`config.mk`:
```
export PLATFORM = sky130hd
export DESIGN_NAME = exe_mem_skid_reg
export DESIGN_NICKNAME = d
export VERILOG_FILES = /design/src/rtl/exe_mem_skid_reg.sv
export SDC_FILE = /design/constraint.sdc
export NUM_CORES = 1
export LEC_CHECK = 0
export ABC_AREA = 1
export CORE_MARGIN = 8
export CORE_UTILIZATION = 50
export CTS_CLUSTER_DIAMETER = 30
export DETAILED_ROUTE_END_ITERATION = 8
export PLACE_DENSITY = 0.83
export RECOVER_POWER = 100
export SYNTH_ARGS = -nofsm -noshare
export SYNTH_HDL_FRONTEND = slang
export SYNTH_SLANG_ARGS = --single-unit
```
`constraint.sdc`:
```
create_clock -name clk -period 1.7 [get_ports clk]
set_clock_uncertainty 0.15 [all_clocks]
set_input_delay 0.34 -clock clk [delete_from_list [all_inputs] [get_ports clk]]
set_output_delay 0.34 -clock clk [all_outputs]
set_load 0.02 [all_outputs]
```
`src/rtl/exe_mem_skid_reg.sv`:
```
// EXE->MEM pipeline register: valid/ready handshake, two-entry skid buffer, synchronous flush.
// in_ready comes from stored state only, so MEM-stage stalls never form a combinational path into EXE.
module exe_mem_skid_reg #(
  parameter int DATA_W     = 32,
  parameter int REG_ADDR_W = 4
) (
  input  logic                  clk,
  input  logic                  rst,
  input  logic                  flush,
  input  logic                  in_valid,
  output logic                  in_ready,
  input  logic                  WB_en_in,
  input  logic                  MEM_R_EN_in,
  input  logic                  MEM_W_EN_in,
  input  logic [DATA_W-1:0]     ALU_result_in,
  input  logic [DATA_W-1:0]     ST_val_in,
  input  logic [REG_ADDR_W-1:0] Dest_in,
  output logic                  out_valid,
  input  logic                  out_ready,
  output logic                  WB_en,
  output logic                  MEM_R_EN,
  output logic                  MEM_W_EN,
  output logic [DATA_W-1:0]     ALU_result,
  output logic [DATA_W-1:0]     ST_val,
  output logic [REG_ADDR_W-1:0] Dest,
  output logic [1:0]            occupancy
);

  localparam int ENT_W = 3 + 2 * DATA_W + REG_ADDR_W;

  logic [ENT_W-1:0] head_q;
  logic [ENT_W-1:0] skid_q;
  logic [ENT_W-1:0] in_ent;
  logic             head_valid;
  logic             skid_valid;
  logic             accept;
  logic             drain;
  logic             head_wb;
  logic             head_mr;
  logic             head_mw;

  assign in_ent    = {WB_en_in, MEM_R_EN_in, MEM_W_EN_in, ALU_result_in, ST_val_in, Dest_in};
  assign in_ready  = !skid_valid && !rst;
  assign out_valid = head_valid;
  assign accept    = in_valid && in_ready;
  assign drain     = head_valid && out_ready;

  always_ff @(posedge clk) begin
    if (rst) begin
      head_valid <= 1'b0;
      skid_valid <= 1'b0;
      head_q     <= '0;
      skid_q     <= '0;
    end else if (flush) begin
      head_valid <= 1'b0;
      skid_valid <= 1'b0;
    end else if (!head_valid || drain) begin
      // Head is free this cycle: the older skid entry always goes first.
      if (skid_valid) begin
        head_q     <= skid_q;
        skid_valid <= 1'b0;
      end else if (accept) begin
        head_q     <= in_ent;
        head_valid <= 1'b1;
      end else begin
        head_valid <= 1'b0;
      end
    end else if (accept) begin
      skid_q     <= in_ent;
      skid_valid <= 1'b1;
    end
  end

  assign {head_wb, head_mr, head_mw, ALU_result, ST_val, Dest} = head_q;

  // Bubbles must never write memory or the register file.
  assign WB_en    = head_wb && head_valid;
  assign MEM_R_EN = head_mr && head_valid;
  assign MEM_W_EN = head_mw && head_valid;

  assign occupancy = {1'b0, head_valid} + {1'b0, skid_valid};

endmodule

```
==> summary.txt <==
Outcome
  – Status: complete, but fails checks
  – Failing checks: negative setup slack

Floorplanning
  – Core Footprint: roughly 0.015 mm2
  – Chip Width: between 100 and 150 um
  – Die Height: ~140 um
  – # IOs: about 150
  – Die Area: roughly 0.019 mm2
  – Initial Utilization: roughly 50%
  – Site Rows: 44

GRT
  – Grt ovf: 0
  – Vias in the first global route: 6285
  – Initial antenna violation count: 0
  – Largest net degree at the start of global routing: 55
  – Wire length of the first global-routing pass: around 30000 um
  – Gr usage total: 18.9%

Routing
  – DRT Pass-1 Iters: 4
  – Routed vias: around 7000
  – Vias per inst: between 4 and 5
  – DRC viols: 0
  – Final wirelength: approximately 19000 um
  – WL/cell: between 10 and 15 um
  – Routed Antenna Nets: 0
  – Initial drt markers: 430

Setup path
  – Required @ worst endpoint: between 1 and 1.5 ns
  – Crit path launch: skid_valid
  – Worst Path Arrival: roughly 1.2 ns
  – Worst reg-to-reg setup slack: ~0.02 ns
  – R2r startpoint: skid_valid
  – Crit path kind: flip-flop to output port
  – Reg2Reg Capture Point: skid_q[70]
  – Crit-path max FO: 5
  – R2r worst-path depth: 9
  – Critical-path top delay cell: dfxtp_4
  – Max incr delay on CP: 0.37 ns
  – Crit path capture type: output port
  – CP cell instances: buf_12 > nor2_2 > buf_4
  – Startpoint types: flip-flop

Clocking
  – Clock-pin transition on the worst setup and hold timing paths: ~0.06 ns
  – Clock Sinks: ~140
  – Worst-Skew Late Latency: approximately 0.43 ns
  – CTS Hold Buffers Added: 0
  – H-tree levels: 4
  – CTS tree: built
  – Root Driver: clkbuf_16
  – Cts bufs inserted: 17
  – Clock Tree Buf Depth: 2

Finish
  – Synthesis-to-layout area growth: 27.1%
  – Layout fillers: 1361
  – Layout cells sized above 1: roughly 6.7%
  – ANT cells: 0
  – Fin nets: about 1400
  – Commonest cells after routing, fill and taps aside: nor2_1, nand2_1, inv_1
  – Final Cell Area: about 0.0095 mm2
  – Commonest non-fill, non-tap cell in the layout: nor2_1
  – Final core utilization: about two thirds

Yosys
  – Post-synth cell types: 19
  – Mean area per synthesized cell: a little over 6 um2
  – Yosys warns: 0
  – Synth top area cells: dfxtp_1, nor2_1, nand2_1
  – Post-Syn Nets: around 1300
  – Yosys top cell area share: ~39%
  – Cell taking the most area after synthesis: dfxtp_1
  – Mapped Cells: 1229
  – Post-synthesis sequential area ratio: 38.7%
  – #FFs+latches synth: about 140
  – Cell area after synthesis: approximately 0.0075 mm2

Worst hold path
  – Worst min-delay path startpoint: head_q[19]
  – Hold Path Class: flip-flop to flip-flop
  – Hold EP: head_q[19]
  – Worst hold stages: 2

Timing
  – Hold slack: approximately 0.32 ns
  – Slew headroom: around 77%
  – Final Setup Violations: 1
  – Final Hold Fails: 0
  – Minimum clock period: between 1.5 and 2 ns
  – Setup ws final: -0.00162 ns
  – Slew @ Worst Pin: 0.341 ns
  – Fmax: 588 MHz
  – RSZ-0062 raised after global routing: yes
  – Final Cycle Share: 100%
  – Pins Over Slew Limit: 0

Place
  – Pre-CTS setup slack: -0.363 ns
  – Post-DP Area: 0.00878 mm2
  – Post-DP HPWL: 11900 um
  – Port Buffer Count: 150
  – Routability congestion estimate: roughly 0.79

Pwr
  – Power Total: around 0.0086 W
  – Max VDD drop: about 680 uV
  – P_leak: ~5.2 nW
  – PD cells: 908 mW/mm2

Run
  – Maxcap violations: 0
power by group:
part | internal [W] | total [W] | switching (W) | leakage (nW)
sequential | 0.00347 | 0.00352 | 0.0000522 | 1.17
combinational | 0.000441 | 0.000984 | 0.000543 | 3.66
clock | 0.00269 | 0.00410 | 0.00141 | 0.320
layout make-up:
class | instances | area [um2] | share of cell area, %
Clock buffer | 23 | 509 | 5.37
Clock inverter | 9 | 150 | 1.58
Inverter | 149 | 559 | 5.90
Multi-Input combinational cell | 799 | 3160 | 33.4
Sequential cell | 144 | 2890 | 30.5
Tap cell | 184 | 230 | 2.43
Timing Repair Buffer | 193 | 1980 | 20.9
layer usage:
layer | track usage [%] | wire, um | vias up
li1 | - | - | 3660
met1 | 22.3 | 7950 | 3026
met2 | 31.3 | 8950 | 181
met3 | 6.03 | 1390 | 28
met4 | 7.15 | 350 | 0
met5 | 0 | 0 | -
repair_timing:
item                                    in CTS  in global routing
gates resized for setup                     92                 11
pin swaps                                    1                  1
endpoints found under the hold margin        0                  0
endpoints found under the setup margin     131                 60
cloned                                       1                  4
buffers inserted                             1                  2
per-stage QoR:
stage               std cells   TNS, ns
floorplan                1229         0
global placement         1461    -40.95
detailed placement       1461    -44.09
CTS                      1495   -0.0913
global route             1501     -1.92
finish                   1501  -0.00162
worst max-delay path: cells and delay by family, from the launching register on:
| family | cells | cell delay [ns] |
|---|---|---|
| DFF | 1 | 0.37 |
| buffers and inverters | 2 | 0.29 |
| and+or+nand+nor | 1 | 0.13 |
cells in the mapped netlist:
cell / n
nand3_1: 72
buf_1: 14
a21oi_2: 1
ha_1: 1
nand2_1: 291
clkbuf_1: 1
o21bai_1: 1
inv_1: 148
inv_2: 1
a21oi_1: 2
nor3_1: 1
nor2_2: 2
o21ai_0: 1
buf_4: 70
nor2_1: 426
dfxtp_1: 144
nor2_4: 1
buf_6: 8
buf_2: 44
logic make-up after synthesis:
family | count (synthesis) | synth area share, %
simple gates | 793 | 41.3
flops | 144 | 38.7
compound gates | 5 | 0.419
buf+inv | 286 | 19.5
fa+ha+maj | 1 | 0.168
worst max path at each step:
stage	depth (start not counted)	endpoint	slack, ns
after detailed placement	9	head_q[22]	-0.36
after floorplan	8	skid_q[51]	0.09
after global placement	9	head_q[34]	-0.33
after CTS	2	occupancy[0]	-0.08
final	3	in_ready	-0.002
after global routing	8	head_q[70]	-0.09
flip-flops by register name (all words and copies together) (netlist names):
register	flops
head_q	71
skid_q	71
out_valid	1
skid_valid	1
Note: power is estimated with default switching activity, not from simulation.
